===== config.mk =====
export PLATFORM = sky130hd
export DESIGN_NAME = sub_unsigned_8bit
export DESIGN_NICKNAME = d
export VERILOG_FILES = /design/src/rtl/sub_unsigned_8bit.sv
export SDC_FILE = /design/constraint.sdc
export NUM_CORES = 1
export LEC_CHECK = 0
export ABC_AREA = 0
export ABC_CLOCK_PERIOD_IN_PS = 4300
export BUFFER_PORTS_ARGS = -buffer_cell sky130_fd_sc_hd__buf_2
export CAP_MARGIN = 15
export CELL_PAD_IN_SITES_DETAIL_PLACEMENT = 0
export CELL_PAD_IN_SITES_GLOBAL_PLACEMENT = 1
export CORE_MARGIN = 2
export CORE_UTILIZATION = 29
export CTS_CLUSTER_DIAMETER = 60
export DETAILED_ROUTE_END_ITERATION = 8
export GPL_TIMING_DRIVEN = 0
export PLACE_DENSITY_LB_ADDON = 0.25
export SETUP_SLACK_MARGIN = 0.2
export SYNTH_ARGS = -nofsm -noshare
export SYNTH_HDL_FRONTEND = slang
export SYNTH_SLANG_ARGS = --single-unit

===== constraint.sdc =====
create_clock -name clk -period 4.3 [get_ports clk]
set_clock_uncertainty 0.2 [all_clocks]
set_input_delay 0.43 -clock clk [delete_from_list [all_inputs] [get_ports clk]]
set_output_delay 0.43 -clock clk [all_outputs]
set_load 0.005 [all_outputs]

===== src/rtl/sub_unsigned_8bit.sv =====
// Unsigned WIDTH-bit subtractor: combinational difference/borrow from a ripple
// full-subtractor chain, plus a registered copy with valid, zero and sticky borrow.

module sub_unsigned_8bit_fs (
    input  logic i_a,
    input  logic i_b,
    input  logic i_bin,
    output logic o_d,
    output logic o_bout
);
    assign o_d    = i_a ^ i_b ^ i_bin;
    assign o_bout = (~i_a & i_b) | (~(i_a ^ i_b) & i_bin);
endmodule

module sub_unsigned_8bit #(
    parameter int WIDTH = 8
) (
    input  logic             clk,
    input  logic             rst_n,
    input  logic [WIDTH-1:0] A,
    input  logic [WIDTH-1:0] B,
    input  logic             in_valid,
    input  logic             sticky_clr,
    output logic [WIDTH-1:0] result,
    output logic             borrow,
    output logic [WIDTH-1:0] result_q,
    output logic             borrow_q,
    output logic             zero_q,
    output logic             out_valid,
    output logic             borrow_sticky
);
    logic [WIDTH:0]   w_bchain;
    logic [WIDTH-1:0] w_diff;

    logic [WIDTH-1:0] r_result;
    logic             r_borrow;
    logic             r_zero;
    logic             r_valid;
    logic             r_sticky;

    // Borrow-in of the LSB cell is 0; the MSB borrow-out is the subtractor borrow.
    assign w_bchain[0] = 1'b0;

    for (genvar g = 0; g < WIDTH; g++) begin : g_bit
        sub_unsigned_8bit_fs u_fs (
            .i_a    (A[g]),
            .i_b    (B[g]),
            .i_bin  (w_bchain[g]),
            .o_d    (w_diff[g]),
            .o_bout (w_bchain[g+1])
        );
    end

    assign result = w_diff;
    assign borrow = w_bchain[WIDTH];

    always_ff @(posedge clk or negedge rst_n) begin
        if (!rst_n) begin
            r_result <= '0;
            r_borrow <= 1'b0;
            r_zero   <= 1'b1;
            r_valid  <= 1'b0;
            r_sticky <= 1'b0;
        end else begin
            r_valid <= in_valid;
            if (in_valid) begin
                r_result <= w_diff;
                r_borrow <= w_bchain[WIDTH];
                r_zero   <= (w_diff == '0);
            end
            // Clear wins over a borrow captured in the same cycle.
            if (sticky_clr)
                r_sticky <= 1'b0;
            else if (in_valid && w_bchain[WIDTH])
                r_sticky <= 1'b1;
        end
    end

    assign result_q      = r_result;
    assign borrow_q      = r_borrow;
    assign zero_q        = r_zero;
    assign out_valid     = r_valid;
    assign borrow_sticky = r_sticky;
endmodule


Yosys cells after proc, flatten, opt, wreduce, memory -nomap -nowiden
Index checks and enable logic that the tools add are counted.
{"block": "word_totals", "out_inout_bits": 21, "reg_bits": 12, "inputBits": 20, "word_cells": 62}
{"block": "classes", "n_reduce_logical": 3, "bitwise": 52, "muxes": 2}
{"operator": "1-bit bitwise AND", "count": 15}
{"operator": "1-bit NOT", "count": 15}
{"operator": "1-bit bitwise XOR", "count": 15}
{"operator": "8-bit logical NOT", "count": 1}
{"operator": "1-bit OR", "count": 7}
{"operator": "1-bit two-way mux", "count": 2}
{"operator": "2-bit nonzero test", "count": 1}
{"operator": "1-bit logical AND", "count": 1}

Longest topological paths before layout
{"block": "depth", "ltp_word": 19, "ltp_mapped": 12, "mapped_depth_nobuf": 12}

Modules after synthesis
Synthesis repeated with hierarchy kept, for this count alone.
{"block": "unflattened", "hier_cells": 61, "area_unflattened_um2": 734.5}
{"module": "sub_unsigned_8bit", "cells_each": 29, "instances": 1, "area_each_um2": 484.2, "seq_area_each_um2": 301.5}
{"module": "sub_unsigned_8bit_fs", "cells_each": 4, "instances": 8, "area_each_um2": 31.3, "seq_area_each_um2": 0.0}

Worst setup path after synthesis
No wires, ideal clock.
{"block": "synth_path", "kind": "input to output", "start": "input port A[0]", "end": "output port result[7]", "cell_stages": 11, "path_buffers": 1, "path_slack_ns": 0.147, "t_arrival_ns": 3.523, "t_required_ns": 3.670, "path_cell_list": "inv_1 ha_1 fa_1 fa_1 fa_1 fa_1 fa_1 fa_1 inv_1 fa_1 buf_4"}
{"block": "synth_via", "elab_chain_cells": 15}
{"element": "start: declaration", "line": "20", "rtl": "input logic [WIDTH-1:0] A,"}
{"element": "1-bit NOT", "line": "12", "rtl": "assign o_bout = (~i_a & i_b) | (~(i_a ^ i_b) & i_bin);"}
{"element": "1-bit bitwise AND (2 in series)", "line": "12"}
{"element": "1-bit OR", "line": "12"}
{"element": "1-bit bitwise AND", "line": "12"}
{"element": "1-bit OR", "line": "12"}
{"element": "1-bit bitwise AND", "line": "12"}
{"element": "1-bit OR", "line": "12"}
{"element": "1-bit bitwise AND", "line": "12"}
{"element": "1-bit OR", "line": "12"}
{"element": "1-bit bitwise AND", "line": "12"}
{"element": "1-bit OR", "line": "12"}
{"element": "1-bit bitwise AND", "line": "12"}
{"element": "1-bit OR", "line": "12"}
{"element": "1-bit bitwise XOR", "line": "11", "rtl": "assign o_d = i_a ^ i_b ^ i_bin;"}
{"element": "end: declaration", "line": "24", "rtl": "output logic [WIDTH-1:0] result,"}
No other way between the ends.

Worst setup path in the final report
Ends and elaborated chain as after synthesis.

==> metrics.md <==
| Metric | Value |
|---|---|
| Status | `finished, final reports clean` |
| First-pass GRT wire length | `2550 um` |
| # rows | `18` |
| Min-delay worst type | `in -> reg` |
| DR WL/cell | `10.3 um` |
| Crit-path max cell delay | `410 ps` |
| Commonest non-fill, non-tap cell in the layout | `buf_2` |
| Clk buf depth | `2` |
| Final std cells w/o fill | `144` |
| Complex-gate fraction of the synthesized area | `5.40%` |
| Initial antenna violation count | `0` |
| Slew @ Worst Pin | `281 ps` |
| Synth top area share | `36.0%` |
| Share of cells above drive strength 1 | `62.3%` |
| PortBufs | `40` |
| CP max stage cell | `fa_1` |
| Synth Warn # | `0` |
| Worst flop-to-flop path startpoint | `zero_q` |
| Post-synthesis adder-cell area fraction | `20.0%` |
| Root Driver | `clkbuf_4` |
| Setup Slack @ Placement | `-121 ps` |
| CTS H-tree lvls | `1` |
| Detailed-route via count | `587` |
| Fin Setup TNS | `0 ps` |
| Pre-Repair DR Iteration Count | `1` |
| Area contributors post-synth | `dfrtp_1 (36%), fa_1 (18%), inv_1 (9.8%)` |
| Crit path kind | `in -> out` |
| DP HPWL | `1290 um` |
| Vias per inst | `4.08` |
| Initial Util | `30.9%` |
| Hold_sp | `in_valid` |
| Register area share after synthesis | `39.4%` |
| Max Cap Viol | `0` |
| Post-Synth XOR/XNOR Area | `0%` |
| Initial DRC count | `0` |
| Worst skew pair latency | `260 ps` |
| Clock sinks | `12` |
| RSZ-0062 raised after global routing | `yes` |
| Critical path fanouts, max | `2` |
| CTS tree | `built` |
| Detailed-route DRC error count | `0` |
| Mux share of post-synthesis cell area | `7.86%` |
| Fillers | `271` |
| Register area | `302 sq um` |
| VDD IR max | `157 uV` |
| Largest family of logic cells by synthesized area | `buffers and inverters` |
| Placed Instances | `138` |
| Tot GR Track Use | `10.3%` |
| ANT cells | `0` |
| Grt ovf | `0` |
| Fmax | `0.241 GHz` |
| Worst setup startpoint | `A[0]` |
| Pleak | `0.582 nW` |
| Slew Viols, Final | `0` |
| Synth Register Bits | `12` |
| Largest net degree at the start of global routing | `13` |
| Area leader, netlist | `dfrtp_1` |
| GPL Wtd Cong | `0.675` |
| Die height | `55.3 um` |
| Post-route ant nets | `0` |
| Drt total wl | `1490 um` |
| CP dominant cell by count | `fa_2` |
| Cells after synthesis | `68` |
| Setup ws final | `159 ps` |
| Final hold vios | `0` |
| Crit path time final | `4140 ps` |
| Worst-path clk slew | `80 ps` |
| Post-layout net count | `143` |
| DIE AREA | `3060 sq um` |
| Syn Nets | `96` |
| Vias in the first global route | `610` |
| Final Setup Violations | `0` |
| Die width | `55.3 um` |
| Area growth from synthesis to layout | `40.4%` |
| Slew headroom | `81.3%` |
| Synth cell types | `18` |
| Mapped cell area | `764 sq um` |
| Top-Level Pins | `41` |
| Req. time, crit path | `3670 ps` |
| Crit path DAT | `3510 ps` |
| Multi-input gate area | `314 sq um` |
| Post-Synth Simple-Gate Area | `5.56%` |
| Core area | `2480 sq um` |
| Worst path cell trace | `buf_2 -> inv_1 -> ha_2 -> fa_2 -> fa_2 -> fa_2 -> fa_2 -> fa_2 -> fa_2 -> inv_2 -> fa_1 -> buf_4 -> buf_2` |
| Mapped Avg Cell Area | `11.2 sq um` |
| Worst setup EP type | `output pin` |
| TritonCTS Buffers | `3` |
| Most frequent cells in the layout | `buf_2 (40), inv_1 (19), dfrtp_1 (11)` |
| Setup crit start kind | `primary input` |
| PD cells | `334 nW/um^2` |
| Final worst path period share | `96.3%` |
## routing by layer
| layer | GRT usage [%] | share of wire, % | vias up |
|---|---|---|---|
| li1 | - | - | 287 |
| met2 | 17.5 | 53 | 20 |
| met5 | 0 | 0 | - |
| met4 | 5.23 | 1.4 | 0 |
| met3 | 1.41 | 6.3 | 2 |
| met1 | 12.7 | 39 | 278 |
## flip-flops by register name, summed over array words and instances (netlist names)
register / flops
borrow_q: 1
borrow_sticky: 1
out_valid: 1
result_q: 8
zero_q: 1
## power breakdown
part           switching (mW)  internal, mW
registers             0.00840         0.131
clock network          0.0369        0.0513
logic                  0.0537        0.0781
total                  0.0989         0.260
## worst max-delay path, delay by kind of cell
| kind | cells | cell delay (ps) |
|---|---|---|
| adders and majority gates | 8 | 2660 |
| buffers and inverters | 5 | 420 |
## cell type report
type	count	area share [%]
buffer	10	8.51
clock buffer	4	3.38
inverter	20	6.99
multi-input combinational	26	29.3
sequential	12	28.1
tap	30	3.50
timing repair buffer	42	20.3
## Yosys cell counts
master    count
inv_1        20
mux2_4        1
dfstp_2       1
fa_1          7
dfrtp_1      11
o32ai_2       1
nand4b_1      1
nand3_1       1
ha_1          1
nor2_1        3
buf_12        1
buf_4         8
mux2_2        4
buf_6         1
o21ai_0       1
nand2b_1      1
a21oi_1       4
nand2_4       1
## cell families (layout without fill, tap and decap cells)
group	after synthesis	count (layout)
buffers and inverters	30	76
DFF	12	12
adders and majority gates	8	8
and+or+nand+nor	7	7
AOI/OAI and AO/OA	6	6
muxes	5	5
## metrics by stage
| stage | hold slack, ps | instance area (sq um) | utilization [%] | power [mW] |
|---|---|---|---|---|
| after floorplan | -65.6 | 769 | - | 0.216 |
| after global placement | 129 | 1010 | 40.7 | 0.269 |
| after detailed placement | 129 | 1010 | 40.7 | 0.272 |
| after CTS | 94.6 | 1070 | 43.1 | 0.365 |
| after global routing | 86.0 | 1070 | 43.3 | 0.388 |
| final | 100 | 1070 | 43.3 | 0.359 |
## path summary, 6_finish.rpt
kind	to	slack (ps)	cells past startpoint
min	out_valid	100	1
min in group asynchronous	result_q[7]	370	2
max reg2reg	zero_q	3330	2
min reg2reg	zero_q	290	2
max	result[7]	160	13
max in group asynchronous	zero_q	3260	2
## repair_timing
| item | CTS | global route |
|---|---|---|
| buffers inserted | 1 | 0 |
| pin swaps | 1 | 1 |
| hold buffers | 1 | 0 |
| resized for setup | 3 | 3 |
| endpoints found under the hold margin | 11 | 0 |
| setup endpoints to repair | 1 | 1 |
Power figures use the tool's default switching activity.
